File: src/rtl/irq_capture.sv
// ---------------------------------------------------------------------------
// irq_capture
//   Captures four interrupt sources into a pending register, exposes the
//   unmasked pending set to an external 4-to-2 priority encoder, and presents
//   one request at a time to a consumer using a req/ack handshake.
//
//   Parameters
//     EDGE_MODE  1 = rising-edge capture of irq_in, 0 = level capture
//
//   Ports
//     clk        clock, all state updates on the rising edge
//     rst_n      asynchronous active-low reset
//     irq_in     interrupt sources (bit 3 highest priority)
//     mask       1 = source hidden from the encoder view (still latched)
//     pend       pending & ~mask, feeds the external encoder
//     enc_out    encoder index for pend
//     enc_valid  encoder valid (pend != 0)
//     irq_req    request to the consumer
//     irq_id     index of the presented request
//     irq_ack    consumer acknowledge of the presented request
//     overflow   sticky per-source flag: an edge was coalesced into an
//                already-pending request
//     ovf_clr    synchronous clear of all overflow bits
// ---------------------------------------------------------------------------
module irq_capture #(
    parameter bit EDGE_MODE = 1'b1
) (
    input  logic       clk,
    input  logic       rst_n,
    input  logic [3:0] irq_in,
    input  logic [3:0] mask,
    output logic [3:0] pend,
    input  logic [1:0] enc_out,
    input  logic       enc_valid,
    output logic       irq_req,
    output logic [1:0] irq_id,
    input  logic       irq_ack,
    output logic [3:0] overflow,
    input  logic       ovf_clr
);

    typedef enum logic {
        IDLE = 1'b0,
        REQ  = 1'b1
    } state_t;

    state_t     state_q, state_d;
    logic [3:0] pending_q, pending_d;
    logic [3:0] irq_d_q;
    logic [3:0] overflow_q, overflow_d;
    logic [1:0] irq_id_q, irq_id_d;
    logic       irq_req_q, irq_req_d;

    logic [3:0] set;
    logic [3:0] clr;
    logic [3:0] ovf_set;

    // Capture qualification. In level mode a held source keeps re-setting
    // its pending bit, so coalescing is expected and never flagged.
    generate
        if (EDGE_MODE) begin : g_edge
            assign set     = irq_in & ~irq_d_q;
            assign ovf_set = set & pending_q & ~clr;
        end else begin : g_level
            assign set     = irq_in;
            assign ovf_set = 4'b0000;
        end
    endgenerate

    // Set has priority over the ack clear of the same bit, so a re-edge at
    // the ack edge leaves the source pending for re-request.
    assign pending_d  = set | (pending_q & ~clr);
    // A fresh overflow on a bit wins over a same-cycle clear.
    assign overflow_d = ovf_set | (ovf_clr ? 4'b0000 : overflow_q);

    // Request FSM. Once in REQ the id is frozen until ack, regardless of
    // later arrivals or masking of the presented source.
    always_comb begin
        state_d  = state_q;
        irq_id_d = irq_id_q;
        clr      = 4'b0000;
        unique case (state_q)
            IDLE: begin
                if (enc_valid) begin
                    state_d  = REQ;
                    irq_id_d = enc_out;
                end
            end
            REQ: begin
                if (irq_ack) begin
                    state_d       = IDLE;
                    clr[irq_id_q] = 1'b1;
                end
            end
            default: state_d = IDLE;
        endcase
        irq_req_d = (state_d == REQ);
    end

    always_ff @(posedge clk or negedge rst_n) begin
        if (!rst_n) begin
            state_q    <= IDLE;
            pending_q  <= 4'b0000;
            irq_d_q    <= 4'b0000;
            overflow_q <= 4'b0000;
            irq_id_q   <= 2'd0;
            irq_req_q  <= 1'b0;
        end else begin
            state_q    <= state_d;
            pending_q  <= pending_d;
            irq_d_q    <= irq_in;
            overflow_q <= overflow_d;
            irq_id_q   <= irq_id_d;
            irq_req_q  <= irq_req_d;
        end
    end

    assign pend     = pending_q & ~mask;
    assign irq_req  = irq_req_q;
    assign irq_id   = irq_id_q;
    assign overflow = overflow_q;

endmodule

File: config.mk
export PLATFORM = sky130hd
export DESIGN_NAME = irq_capture
export DESIGN_NICKNAME = d
export VERILOG_FILES = /design/src/rtl/irq_capture.sv
export SDC_FILE = /design/constraint.sdc
export NUM_CORES = 1
export LEC_CHECK = 0
export BUFFER_PORTS_ARGS = -buffer_cell sky130_fd_sc_hd__buf_2
export CAP_MARGIN = 15
export CELL_PAD_IN_SITES_DETAIL_PLACEMENT = 2
export CELL_PAD_IN_SITES_GLOBAL_PLACEMENT = 2
export CORE_UTILIZATION = 25
export DETAILED_ROUTE_END_ITERATION = 8
export PLACE_DENSITY = 0.67
export SYNTH_ARGS = -nofsm -noshare
export SYNTH_HDL_FRONTEND = slang
export SYNTH_SLANG_ARGS = --single-unit
File: constraint.sdc
create_clock -name clk -period 1.01 [get_ports clk]
set_input_delay 0.101 -clock clk [delete_from_list [all_inputs] [get_ports clk]]
set_output_delay 0.101 -clock clk [all_outputs]
set_load 0.02 [all_outputs]
* Word-level counts from Yosys, hierarchy flattened
Cells that the tools add are included.
** Storage, ports and cells
- Register bits :: 15
- Input port bits :: 15
- Output and inout bits :: 11
- Word-level logic and storage cells :: 28
** Operators by class
- Magnitude comparators :: 2
- Muxes and demuxes :: 8
- Bitwise gates (word level) :: 11
- Reduce and logical (&&, ||, !) cells :: 2
** Operators with widths (number)
- bitwise AND 4 bit :: 5
- two-way mux 4 bit :: 3
- inverter 4 bit :: 3
- bitwise OR 4 bit :: 2
- less-than comparator 2 x 3 -> 1 bit, second input constant :: 1
- two-way mux 1 bit :: 3
- demux 1 bit (select 2 bit) :: 1
- >= comparator 2 x 1 -> 1 bit, second input constant :: 1
- one-hot mux 1 bit (2 select lines) :: 1
- AND reduction 2 bit :: 1
- logical AND 1 bit :: 1
- inverter 1 bit :: 1

* Longest topological paths before layout
Gate-level depths: netlist of run 1.
- Depth after elaboration :: 9
- Depth in mapped cells :: 2
- Mapped depth without buffers :: 2

* Worst setup path after synthesis of run 1
No wires, ideal clock.
- Path type :: reg2reg
- From :: register, netlist name irq_req
- To :: register irq_id_q[0] (netlist: irq_id[0])
- Library setup time :: 0.125 ns
- Arrival :: 0.995 ns
- Required time :: 0.885 ns
- Slack :: -0.110 ns
- Stages on the path, launching flop included :: 3
- Path buffers :: 0
- Period minus slack after synthesis :: 1.120 ns
- Cells stage by stage :: dfrtp_1 > nor2b_2 > mux2_2
** RTL lines
- end signal, assigned :: RTL line 113 : irq_id_q <= irq_id_d;
- end, declared :: RTL line 51 : logic [1:0] irq_id_q, irq_id_d;

==> metrics.md, run 1 <==
| Metric | Value |
|---|---|
| Core Box Area | `between 2000 and 2500 µm²` |
| Final ANT Viol Nets | `0` |
| Max_cap viols | `0` |
| Worst Setup Path Type | `register to register` |
| # fillers | `255` |
| Worst r2r src | `irq_req` |
| Clock power frac | `0.206` |
| Via density | `4.50` |
| Setup ws final | `-0.0433 ns` |
| Sequential power share | `0.478` |
| Clock Tree Root | `clkbuf_4` |
| CTS buffer count | `3` |
| Max-slew violations | `0` |
| Sw frac | `0.306` |
| Worst Path Arrival | `1.22 ns` |
| Die Area | `2650 µm²` |
| Diode count | `0` |
| Hold endpoint | `irq_id[0]` |
| Critical Path Sink Type | `register` |
| Worst min path class | `primary input to register` |
| Combinational Power Share | `0.316` |
| Critical Path Source Type | `register` |
| CP cell instances | `nor2b_4, mux2_4` |
| Hold Crit Depth | `2` |
| Clock Path Buffers | `2` |
| PwrDens | `1700 nW/µm²` |
| CTS tree | `yes` |
| Die width | `51.5 µm` |
| Critical path peak fanout | `7` |
| Status | `finished with violations` |
| RSZ-0062 raised after global routing | `true` |
| Leak | `0.000493 µW` |
| Max IR drop VDD | `601 µV` |
| Routed wire length | `1.46 mm` |
| Synth top area cells | `dfrtp_1 (61%), o41ai_2 (8.0%), inv_1 (4.9%)` |
| Hold Crit Start | `enc_out[0]` |
| RD Place Congestion | `0.643` |
| YS warnings | `0` |
| Multi-input gate area | `roughly 220 µm²` |
| Post-Syn Nets | `62` |
| Share of layout cells above drive strength 1 | `0.540` |
| Synth area leader | `dfrtp_1` |
| Ratio of final minimum period to clock period | `1.04` |
| Post-Syn Instances | `47` |
| Final Hold Fails | `0` |
| Total power | `~1600 µW` |
| DR iter-0 viols | `0` |
| # rows | `17` |
| Net count, final | `103` |
| Setup TNS | `-0.104 ns` |
| Dpl cells | `100` |
| Initial Util | `0.271` |
| # DRC | `0` |
| GRT Resource Usage Total | `0.126` |
| CTS H-tree depth | `1` |
| DR vias | `517` |
| Synth Register Bits | `15` |
| Pint | `1110 µW` |
| Vias in the first global route | `562` |
| Global-route wire length before repair | `2.37 mm` |
| Clock skew | `approximately 0.0014 ns` |
| R2R depth | `2` |
| Worst slew margin | `0.773` |
| Register area share after synthesis | `0.613` |
| Avg WL per Cell | `12.7 µm` |
| R2R Path End | `irq_id[1]` |
| Most frequent cells in the layout | `buf_2 (20), dfrtp_1 (13), buf_4 (8), inv_1 (5), dlygate4sd3_1 (5)` |
| Die H | `51.5 µm` |
| Port-buffer cells | `25` |
| Clock transition at path regs | `0.09 ns` |
| Detailed Routing Iterations Pass 1 | `1` |
| Gr ovfl total | `0` |
| Mean Syn Cell Area | `13.0 µm²` |
| Minimum clock period after layout | `about 1.1 ns` |
| Max Fclk | `around 950 MHz` |
| Final Non-Filler Cells | `115` |
| Yosys cell types | `16` |
| Synth-to-layout area growth | `53.2%` |
| Final setup fails | `5` |
| Initial antenna violation count | `0` |
| Insertion delay to the later sink of the worst-skew pair | `0.27 ns` |
| Clk sinks | `15` |
| CP required | `1.17 ns` |
| Worst-margin pin slew | `0.341 ns` |
| Slowest CP cell | `dfrtp_2` |
| Max incr delay on CP | `0.47 ns` |
| P_sw | `487 µW` |
| Commonest non-fill, non-tap cell in the layout | `buf_2` |
| Top-area cell type share of the netlist area | `0.613` |
| Ports | `26` |
| Pin count of the biggest net entering global routing | `16` |
| Sequential Area | `378 µm²` |
| Failing checks | `setup timing` |
| DPL Wire Length | `1.05 mm` |
| Synth Cell Area | `612 µm²` |
| R2r setup slk | `-0.04 ns` |
==> worst max-delay path by stage <==
stage / end / slack [ns] / from
2_1_floorplan: irq_id[0] / -0.04 / irq_req
3_3_place_gp: irq_id[0] / -0.004 / irq_req
3_5_place_dp: irq_id[1] / -0.04 / irq_req
4_1_cts: irq_id[1] / -0.04 / irq_req
5_1_grt: irq_id[1] / -0.07 / irq_req
6_report: irq_id[1] / -0.04 / irq_req
==> what timing repair did <==
action                                 CTS  global route
setup endpoints to repair                8            13
hold buffers                             5             0
setup buffers                            3             3
pin swaps                                2             3
resized for setup                        6             8
endpoints found under the hold margin   19             0
==> cells by family after synthesis <==
family | count (synthesis) | share of synthesized area
buf+inv | 8 | 0.0491
flops | 15 | 0.613
mux | 2 | 0.0368
simple gates | 13 | 0.147
compound gates | 9 | 0.153
==> sequential cells by signal, indices dropped and copies added (netlist names) <==
register,count
irq_d_q,4
irq_id,2
irq_req,1
overflow,4
pending_q,4
==> layer usage <==
| metal | up-vias | GRT usage | share of wire |
|---|---|---|---|
| li1 | 246 | - | - |
| met1 | 251 | 0.134 | 0.41 |
| met2 | 18 | 0.227 | 0.51 |
| met3 | 2 | 0.0208 | 0.064 |
| met4 | 0 | 0.0811 | 0.019 |
| met5 | - | 0 | 0 |
==> layout make-up <==
type                       count  share of cell area
sequential                    15               0.403
clock buffer                   4              0.0280
multi-input combinational     24               0.239
timing repair buffer          36               0.260
inverter                       8              0.0320
tap                           28              0.0374
==> per-stage QoR <==
stage / worst slack (ns) / hold WS (ns) / instance area, µm² / util
after CTS: -0.0446 / 0.0460 / 892 / 0.396
after global placement: -0.00372 / 0.0250 / 786 / 0.349
final: -0.0433 / 0.0562 / 937 / 0.416
after detailed placement: -0.0393 / 0.0298 / 786 / 0.349
after floorplan: -0.0400 / -0.195 / 626 / -
after global routing: -0.0667 / 0.0460 / 937 / 0.416
==> cell usage after synthesis <==
library cell and count:
nand2b_1 3, and4bb_1 1, a41o_1 1, mux2_2 1, dfrtp_1 15, a22o_1 1
o41ai_2 3, a21o_1 1, nor2b_1 2, and4b_1 2, nor2b_2 1, nor2_1 3
inv_1 8, nand4_1 1, mux2_1 1, o22ai_1 3
==> critical path: cells and delay by family, from the launching register on <==
family / cells / cell delay, ns
flip-flops: 1 / 0.47
AND/OR/NAND/NOR: 1 / 0.17
multiplexers: 1 / 0.31
==> power groups by stage <==
stage | Clock, µW | Combinational, µW | Sequential [µW]
after floorplan | 0 | 188 | 818
after global placement | 0 | 385 | 764
after detailed placement | 0 | 394 | 768
after CTS | 352 | 454 | 758
after global routing | 377 | 538 | 776
final | 328 | 503 | 763
(Power assumes the default switching activity.)
==> inputs of run 2 (changes only) <==
--- a/config.mk
+++ b/config.mk
@@ -13,4 +13,5 @@
 export DETAILED_ROUTE_END_ITERATION = 8
 export PLACE_DENSITY = 0.67
+export SETUP_SLACK_MARGIN = 0.02
 export SYNTH_ARGS = -nofsm -noshare
 export SYNTH_HDL_FRONTEND = slang
==> constraint.sdc (replaced) <==
create_clock -name clk -period 1.01 [get_ports clk]
set_input_delay 0.101 -clock clk [delete_from_list [all_inputs] [get_ports clk]]
set_output_delay 0.101 -clock clk [all_outputs]
set_load 0.005 [all_outputs]
==> metrics.md, run 2 (synthesized netlist as in run 1, its figures left out) <==
| Metric | Value |
|---|---|
| Gr ovfl total | `0 (unchanged)` |
| Max-slew violations | `0 (unchanged)` |
| Ports | `26 (unchanged)` |
| Final ANT Viol Nets | `0 (unchanged)` |
| Max IR drop VDD | `930 µV (+55%)` |
| DP Worst Slack | `-0.0769 ns (-0.0376 ns)` |
| Status | `finished with violations` |
| Diode count | `0 (unchanged)` |
| Critical path peak fanout | `7 (unchanged)` |
| Final Hold Fails | `0 (unchanged)` |
| Clock transition at path regs | `0.09 ns (about the same)` |
| Die width | `51.5 µm (unchanged)` |
| Die Area | `2650 µm² (unchanged)` |
| Routed wire length | `1.47 mm (+0.62%)` |
| DR vias | `505 (-2.3%)` |
| RD Place Congestion | `0.683 (+6.2%)` |
| Avg WL per Cell | `12.9 µm (+1.5%)` |
| CTS buffer count | `3 (unchanged)` |
| Final setup fails | `4 (-1)` |
| Die H | `51.5 µm (unchanged)` |
| Clock Tree Root | `clkbuf_4` |
| # DRC | `0 (unchanged)` |
| CTS H-tree depth | `1 (unchanged)` |
| Worst min path class | `primary input to register` |
| Insertion delay to the later sink of the worst-skew pair | `0.27 ns (about the same)` |
| Worst Path Arrival | `1.21 ns (about the same)` |
| CP required | `1.18 ns (about the same)` |
| Commonest non-fill, non-tap cell in the layout | `buf_2` |
| Critical Path Source Type | `register` |
| GRT Resource Usage Total | `0.130 (+0.00390)` |
| Share of layout cells above drive strength 1 | `0.523 (-0.0170)` |
| Worst slew margin | `0.768 (-0.00447)` |
| Initial antenna violation count | `0 (unchanged)` |
| Clock skew | `0.00229 ns (+0.000899 ns)` |
| Total power | `1480 µW (-7.5%)` |
| PwrDens | `1620 nW/µm² (-4.5%)` |
| Max Fclk | `959 MHz (+1.0%)` |
| Core Box Area | `2250 µm² (unchanged)` |
| Detailed Routing Iterations Pass 1 | `2 (+1)` |
| DPL Wire Length | `1.01 mm (-2.9%)` |
| Initial Util | `0.271 (unchanged)` |
| Clock Path Buffers | `2 (unchanged)` |
| Fin Hold WS | `0.0536 ns (-0.00262 ns)` |
| Vias in the first global route | `521 (-7.3%)` |
| Finished Core Util | `0.403 (-0.0128)` |
| Ratio of final minimum period to clock period | `1.03 (-0.0106)` |
| Critical Path Sink Type | `register` |
| Port-buffer cells | `25 (unchanged)` |
| Most frequent cells in the layout | `buf_2 (25), dfrtp_1 (14), inv_1 (5), dlygate4sd3_1 (5), buf_4 (5)` |
| Leak | `0.000485 µW (-1.6%)` |
| Failing checks | `setup timing` |
| Worst-margin pin slew | `0.348 ns (+0.00671 ns)` |
| Setup TNS | `-0.0818 ns (+0.0226 ns)` |
| # rows | `17 (unchanged)` |
| DR iter-0 viols | `4 (+4)` |
| Pin count of the biggest net entering global routing | `16 (unchanged)` |
| Minimum clock period after layout | `1.04 ns (-0.0107 ns)` |
| Synth-to-layout area growth | `48.5%` |
| RSZ-0062 raised after global routing | `true` |
| Worst Setup Path Type | `register to register` |
| Global-route wire length before repair | `2.42 mm (+2.3%)` |
| Setup ws final | `-0.0326 ns (+0.0107 ns)` |
| Max_cap viols | `0 (unchanged)` |
| CTS tree | `yes` |
| Clk sinks | `15 (unchanged)` |
| Via density | `4.43 (-1.5%)` |
| Net count, final | `102 (-0.97%)` |
==> run 2: cell type report <==
type / instances / area, µm²
tap: 28 / 35.0
sequential: 15 / 377
multi-input combinational: 24 / 228
timing repair buffer: 35 / 213
inverter: 8 / 30.0
fill: 257 / 1350
clock buffer: 4 / 26.3
==> run 2: power breakdown <==
group	internal, µW	switching [µW]
Combinational	231	157
Sequential	689	66.9
Clock	153	178
Total	1070	402
==> run 2: path summary, 6_finish.rpt <==
check	start	to	slack (ns)	cells after the start
setup / recovery	irq_req	irq_id[1]	-0.03	2
hold / removal	enc_out[0]	irq_id[0]	0.05	2
setup reg to reg	irq_req	irq_id[1]	-0.03	2
hold reg to reg	irq_d_q[1]	overflow[1]	0.49	1
max in group asynchronous	rst_n	irq_req	0.48	2
min in group asynchronous	rst_n	irq_id[1]	0.25	2
==> run 2: critical path, stage by stage (launching register included) <==
cell and delay, ns:
dfrtp_2 0.46, nor2b_4 0.17, mux2_4 0.31
==> run 2: per-stage QoR <==
step	instance area, µm²	instances
after floorplan	619	47
after global placement	779	100
after detailed placement	779	100
after CTS	892	113
after global routing	908	114
final	908	114
==> run 2: per-layer routing <==
layer,routed length [µm],GRT usage,up-vias
met3,66,0.0298,2
met4,22,0.0811,0
met1,648,0.157,248
met5,0,0,-
li1,-,-,243
met2,729,0.208,12
==> run 2: repair_timing <==
action	CTS	global route
resized for setup	5	2
endpoints found under the hold margin	19	0
pin swaps	2	5
setup endpoints to repair	10	15
setup buffers	4	1
hold buffers	5	0
